### config.mk
export PLATFORM = sky130hd
export DESIGN_NAME = uart_tx_frame
export DESIGN_NICKNAME = d
export VERILOG_FILES = /design/src/rtl/uart_pkg.sv /design/src/rtl/uart_baud_tick.sv /design/src/rtl/uart_tx_frame.sv
export SDC_FILE = /design/constraint.sdc
export NUM_CORES = 1
export LEC_CHECK = 0
export BUFFER_PORTS_ARGS = -buffer_cell sky130_fd_sc_hd__buf_2
export CAP_MARGIN = 5
export CORE_ASPECT_RATIO = 1.25
export CORE_UTILIZATION = 40
export CTS_CLUSTER_SIZE = 30
export DETAILED_ROUTE_END_ITERATION = 16
export RECOVER_POWER = 50
export REMOVE_ABC_BUFFERS = 1
export SYNTH_ARGS = -nofsm -noshare
export SYNTH_HDL_FRONTEND = slang
export SYNTH_HIERARCHICAL = 1
export SYNTH_SLANG_ARGS = --single-unit
### constraint.sdc
create_clock -name clk -period 2.2 [get_ports clk]
set_input_delay 0.11 -clock clk [delete_from_list [all_inputs] [get_ports clk]]
set_output_delay 0.11 -clock clk [all_outputs]
set_load 0.05 [all_outputs]
### src/rtl/uart_pkg.sv
// Shared UART definitions: frame state type, parity-mode codes and the
// divide-counter width helper used by the transmitter (and the future receiver).
package uart_pkg;

    typedef enum logic [2:0] {
        IDLE,
        START,
        DATA,
        PARITY,
        STOP
    } uart_tx_state_t;

    localparam logic [1:0] PAR_NONE = 2'b00;
    localparam logic [1:0] PAR_EVEN = 2'b01;
    localparam logic [1:0] PAR_ODD  = 2'b10;

    // Width of a counter spanning 0..div-1; never narrower than one bit.
    function automatic int baud_cnt_w(input int div);
        return (div > 2) ? $clog2(div) : 1;
    endfunction

endpackage

### src/rtl/uart_baud_tick.sv
// Bit-period divider: tick is high on the last cycle of every BAUD_DIV-cycle
// bit period; restart holds the count at the start of a period.
module uart_baud_tick
    import uart_pkg::*;
#(
    parameter int BAUD_DIV = 4
) (
    input  logic clk,
    input  logic reset,
    input  logic restart,
    output logic tick
);

    localparam int               CNT_W = baud_cnt_w(BAUD_DIV);
    localparam logic [CNT_W-1:0] LAST  = CNT_W'(BAUD_DIV - 1);

    logic [CNT_W-1:0] cnt;

    always_ff @(posedge clk) begin
        if (reset || restart || tick) begin
            cnt <= '0;
        end else begin
            cnt <= cnt + CNT_W'(1);
        end
    end

    assign tick = (cnt == LAST);

endmodule

### src/rtl/uart_tx_frame.sv
// Parametrised UART transmitter: LSB-first frames with optional parity and
// one or two stop bits. Parity support is built only with UART_TX_PARITY_EN.
module uart_tx_frame
    import uart_pkg::*;
#(
    parameter int BAUD_DIV = 4,
    parameter int DATA_W   = 8
) (
    input  logic              clk,
    input  logic              reset,
    input  logic              in_valid,
    output logic              in_ready,
    input  logic [DATA_W-1:0] in_data,
    input  logic [1:0]        parity_mode,
    input  logic              two_stop,
    output logic              tx,
    output logic              busy,
    output logic              tx_done
);

    localparam int               BIT_W    = $clog2(DATA_W);
    localparam logic [BIT_W-1:0] LAST_BIT = BIT_W'(DATA_W - 1);

    uart_tx_state_t    state;
    uart_tx_state_t    state_next;
    logic [DATA_W-1:0] data_q;
    logic              two_q;
    logic [BIT_W-1:0]  bit_cnt;
    logic [BIT_W-1:0]  bit_cnt_next;
    logic              stop_cnt;
    logic              stop_cnt_next;
    logic              tick;
    logic              restart;
    logic              accept;
    logic              tx_next;
    logic              done_next;

`ifdef UART_TX_PARITY_EN
    logic [1:0] par_q;
    logic       par_en;
    logic       parity_bit;

    assign par_en     = (par_q == PAR_EVEN) || (par_q == PAR_ODD);
    assign parity_bit = (^data_q) ^ (par_q == PAR_ODD);
`else
    logic unused_parity_mode;

    assign unused_parity_mode = ^parity_mode;
`endif

    assign accept  = in_valid && in_ready;
    assign restart = (state == IDLE);

    uart_baud_tick #(
        .BAUD_DIV(BAUD_DIV)
    ) u_baud_tick (
        .clk    (clk),
        .reset  (reset),
        .restart(restart),
        .tick   (tick)
    );

    always_ff @(posedge clk) begin
        if (reset) begin
            state <= IDLE;
        end else begin
            state <= state_next;
        end
    end

    always_comb begin
        state_next    = state;
        bit_cnt_next  = bit_cnt;
        stop_cnt_next = stop_cnt;
        case (state)
            IDLE: begin
                if (accept) begin
                    state_next = START;
                end
            end
            START: begin
                if (tick) begin
                    state_next = DATA;
                end
            end
            DATA: begin
                if (tick) begin
                    if (bit_cnt == LAST_BIT) begin
                        bit_cnt_next = '0;
`ifdef UART_TX_PARITY_EN
                        state_next = par_en ? PARITY : STOP;
`else
                        state_next = STOP;
`endif
                    end else begin
                        bit_cnt_next = bit_cnt + BIT_W'(1);
                    end
                end
            end
`ifdef UART_TX_PARITY_EN
            PARITY: begin
                if (tick) begin
                    state_next = STOP;
                end
            end
`endif
            STOP: begin
                if (tick) begin
                    if (stop_cnt || !two_q) begin
                        state_next    = IDLE;
                        stop_cnt_next = 1'b0;
                    end else begin
                        stop_cnt_next = 1'b1;
                    end
                end
            end
            default: begin
                state_next = IDLE;
            end
        endcase
    end

    // tx is registered from the level of the bit that starts on the next edge.
    always_comb begin
        in_ready  = (state == IDLE);
        busy      = (state != IDLE);
        done_next = (state == STOP) && (state_next == IDLE);
        case (state_next)
            START:   tx_next = 1'b0;
            DATA:    tx_next = data_q[bit_cnt_next];
`ifdef UART_TX_PARITY_EN
            PARITY:  tx_next = parity_bit;
`endif
            default: tx_next = 1'b1;
        endcase
    end

    always_ff @(posedge clk) begin
        if (reset) begin
            tx       <= 1'b1;
            tx_done  <= 1'b0;
            bit_cnt  <= '0;
            stop_cnt <= 1'b0;
            data_q   <= '0;
            two_q    <= 1'b0;
`ifdef UART_TX_PARITY_EN
            par_q    <= PAR_NONE;
`endif
        end else begin
            tx       <= tx_next;
            tx_done  <= done_next;
            bit_cnt  <= bit_cnt_next;
            stop_cnt <= stop_cnt_next;
            if (accept) begin
                data_q <= in_data;
                two_q  <= two_stop;
`ifdef UART_TX_PARITY_EN
                par_q  <= parity_mode;
`endif
            end
        end
    end

endmodule
==> results.cfg <==
[floorplan]
die_h_um = 57.6
die-area_um2 = 2680
ios = 18
core_area_um2 = 2260
die_x_um = 46.5
fp-row-count = 19
start_util = 0.438

[finish]
final_cell_mix = nand2_1, dfxtp_1, buf_2
final_common_cell = nand2_1
fin_nets = 150
fillers = 242
fin_util = 0.494
area_growth_pct = 12.8
layout-drive-gt1-share = 0.182
diodes = 0

[clocking]
cts_resized = 0
htree_levels = 1
clock-sinks = 20
cts_tree = built
clockBufferDepth = 2
hold_buffers = 0
numCtsBuffers = 3
clockRootBuffer = clkbuf_4
worstSkewPairLatency_ns = 0.30
postCtsSetupBuffers = 0
path_clk_slew_ns = 0.11

[power_and_ir_drop]
p_leak_uw = 0.000447
power_density_nw_per_um2 = 598
p_sw_uw = 164
switching_share = 0.246
vdd_drop_max_mv = 0.312
clkPwrFrac = 0.317
combPwrFrac = 0.106
p_seq_frac = 0.576
p_int_uw = 503

[synth]
synth_top_family_by_area = simple AND/OR/NAND/NOR gates
netlist_area_um2 = 990
synth_warnings = 6
synthCells = 114
synth_adder_area_share = 0.0379
synth-xor-area-share = 0
synth_cell_types = 34
synth_top_flop_cell = dfxtp_1
synth-simple-area-share = 0.306
ys_seq_area_frac = 0.405
ys_async_sr_fraction = 0
synth_enable_flop_cells = 0
avgSynthCellArea_um2 = 8.68
synth_mux_area_frac = 0.0860
synth_seq_cells = 20
synth-compound-area-share = 0.120

[setup_path]
cp-start-kind = flip-flop
critical_path.cell_chain = ha_1 -> and4bb_4 -> mux2i_1 -> mux2i_1 -> a221oi_1 -> a2111o_1
crit_fanout = 3
endpoint_kind = flip-flop
slowest_delay_ns = 0.41
crit_top_cell = mux2i_1
cpMaxStageDelayCell = a2111o_1
cp.arrival_ns = 2.18
crit_buf_inv = 0
cp.required_ns = 2.40
critPathKind = reg -> reg
reg2reg_setup_slack_ns = 0.22
crit_family = multiplexers

[sta]
period_needed_ns = 1.98
hold_viol = 0
relSlewSlack = 0.601
maxSlewViolCount = 0
fin_crit_sh = 0.901
clock_skew_ns = 0.00106
setup_slack_ns = 0.217
grt_setup_unrepaired = no
whs_ns = 0.0320
finalSetupViolCount = 0
worst_pin_slew_ns = 0.601
fmax_mhz = 504

[detailed_routing]
ant_nets = 0
post_drt_wl_per_cell_um = 11.3
num_vias = 824
drt-vias-per-instance = 5.06
drtIter0Drc = 6
routed_wirelength_um = 1840
firstDrtPassIters = 4
drc_errors = 0

[worst_hold_path]
hold_class = in -> reg

[grt]
grt_pass1_vias = 780
globalRouteOverflowTotal = 0
antenna_found_initial = 0
grt_max_degree = 21
grt_use_total = 0.164
grt_pass1_wl_um = 3270

[outcome]
status = complete, no violations

[placement]
dpl_worst_slack_ns = 0.233
portBuffers = 15
place.gp.congestion = 0.700
hpwl_um = 1350

[flow_run]
drv_cap = 0
[cells in the mapped netlist (2+ instances only)]
cell type  number  area share
or2b_1          2       0.015
nand3b_1        3       0.023
o21ai_0         2       0.010
mux2i_1         7       0.071
inv_1           2      0.0076
nand2b_1        4       0.025
nor2_1          8       0.030
a21oi_1        11       0.056
nand2_1        24       0.091
ha_1            3       0.038
dfxtp_1        20        0.40
clkbuf_1        2      0.0076
nor3_1          3       0.015
nor4_1          2       0.013
buf_6           2       0.023
[flip-flops by register name, summed over array words and instances, names as in the netlist]
name	cells
u_baud_tick/cnt	2
stop_cnt	1
tx_done	1
bit_cnt	3
tx	1
state	3
two_q	1
data_q	8
[final cells by class]
| class | count | area (um^2) | share of cell area |
|---|---|---|---|
| Timing Repair Buffer | 19 | 95.1 | 0.0852 |
| Clock buffer | 4 | 36.3 | 0.0325 |
| Tap cell | 31 | 38.8 | 0.0348 |
| Multi-Input combinational cell | 87 | 538 | 0.482 |
| Sequential cell | 20 | 400 | 0.359 |
| Inverter | 2 | 7.51 | 0.00673 |
[cells by family (layout without fill, tap and decap cells)]
kind of cell,count (synthesis),count (layout)
DFF,20,20
adders and majority gates,3,3
AOI/OAI and AO/OA,20,20
muxes,8,8
buffers and inverters,7,25
and+or+nand+nor,56,56
[stage by stage]
stage	instances	TNS (ns)	total power [uW]	cell area (um^2)
finish	163	0	668	1120
detailed placement	159	0	467	1100
floorplan	109	-3.41	438	952
global route	163	0	703	1120
CTS	163	0	681	1130
global placement	159	0	466	1100
[final timing paths]
path                      startpoint            endpoint  depth (start not counted)
setup / recovery  u_baud_tick/cnt[0]                  tx                          6
hold reg to reg   u_baud_tick/cnt[0]  u_baud_tick/cnt[0]                          1
hold / removal            in_data[6]           data_q[6]                          3
setup reg to reg  u_baud_tick/cnt[0]                  tx                          6
[power by group through the flow]
stage          clock network (uW)  logic (uW)  registers (uW)
3_5_place_dp                    0        73.9             394
5_1_grt                       238        78.1             387
3_3_place_gp                    0        72.7             393
2_1_floorplan                   0        42.2             396
4_1_cts                       222        74.1             385
6_report                      212        70.9             385
[worst register-to-register path, delay by kind of cell, from the launching register on]
kind,cells,cell delay (ns)
multiplexers,2,0.56
AND/OR/NAND/NOR,1,0.27
AO/OA/AOI/OAI,2,0.51
adder cells (fa/ha/maj),1,0.17
flip-flops,1,0.36
[metal layers]
metal,vias to the layer above,wire length [um],track usage
li1,430,-,-
met1,375,883,0.214
met3,5,44,0.0280
met2,14,874,0.258
met4,0,33,0.0756
met5,-,0,0
Note: power is estimated with default switching activity, not from simulation.
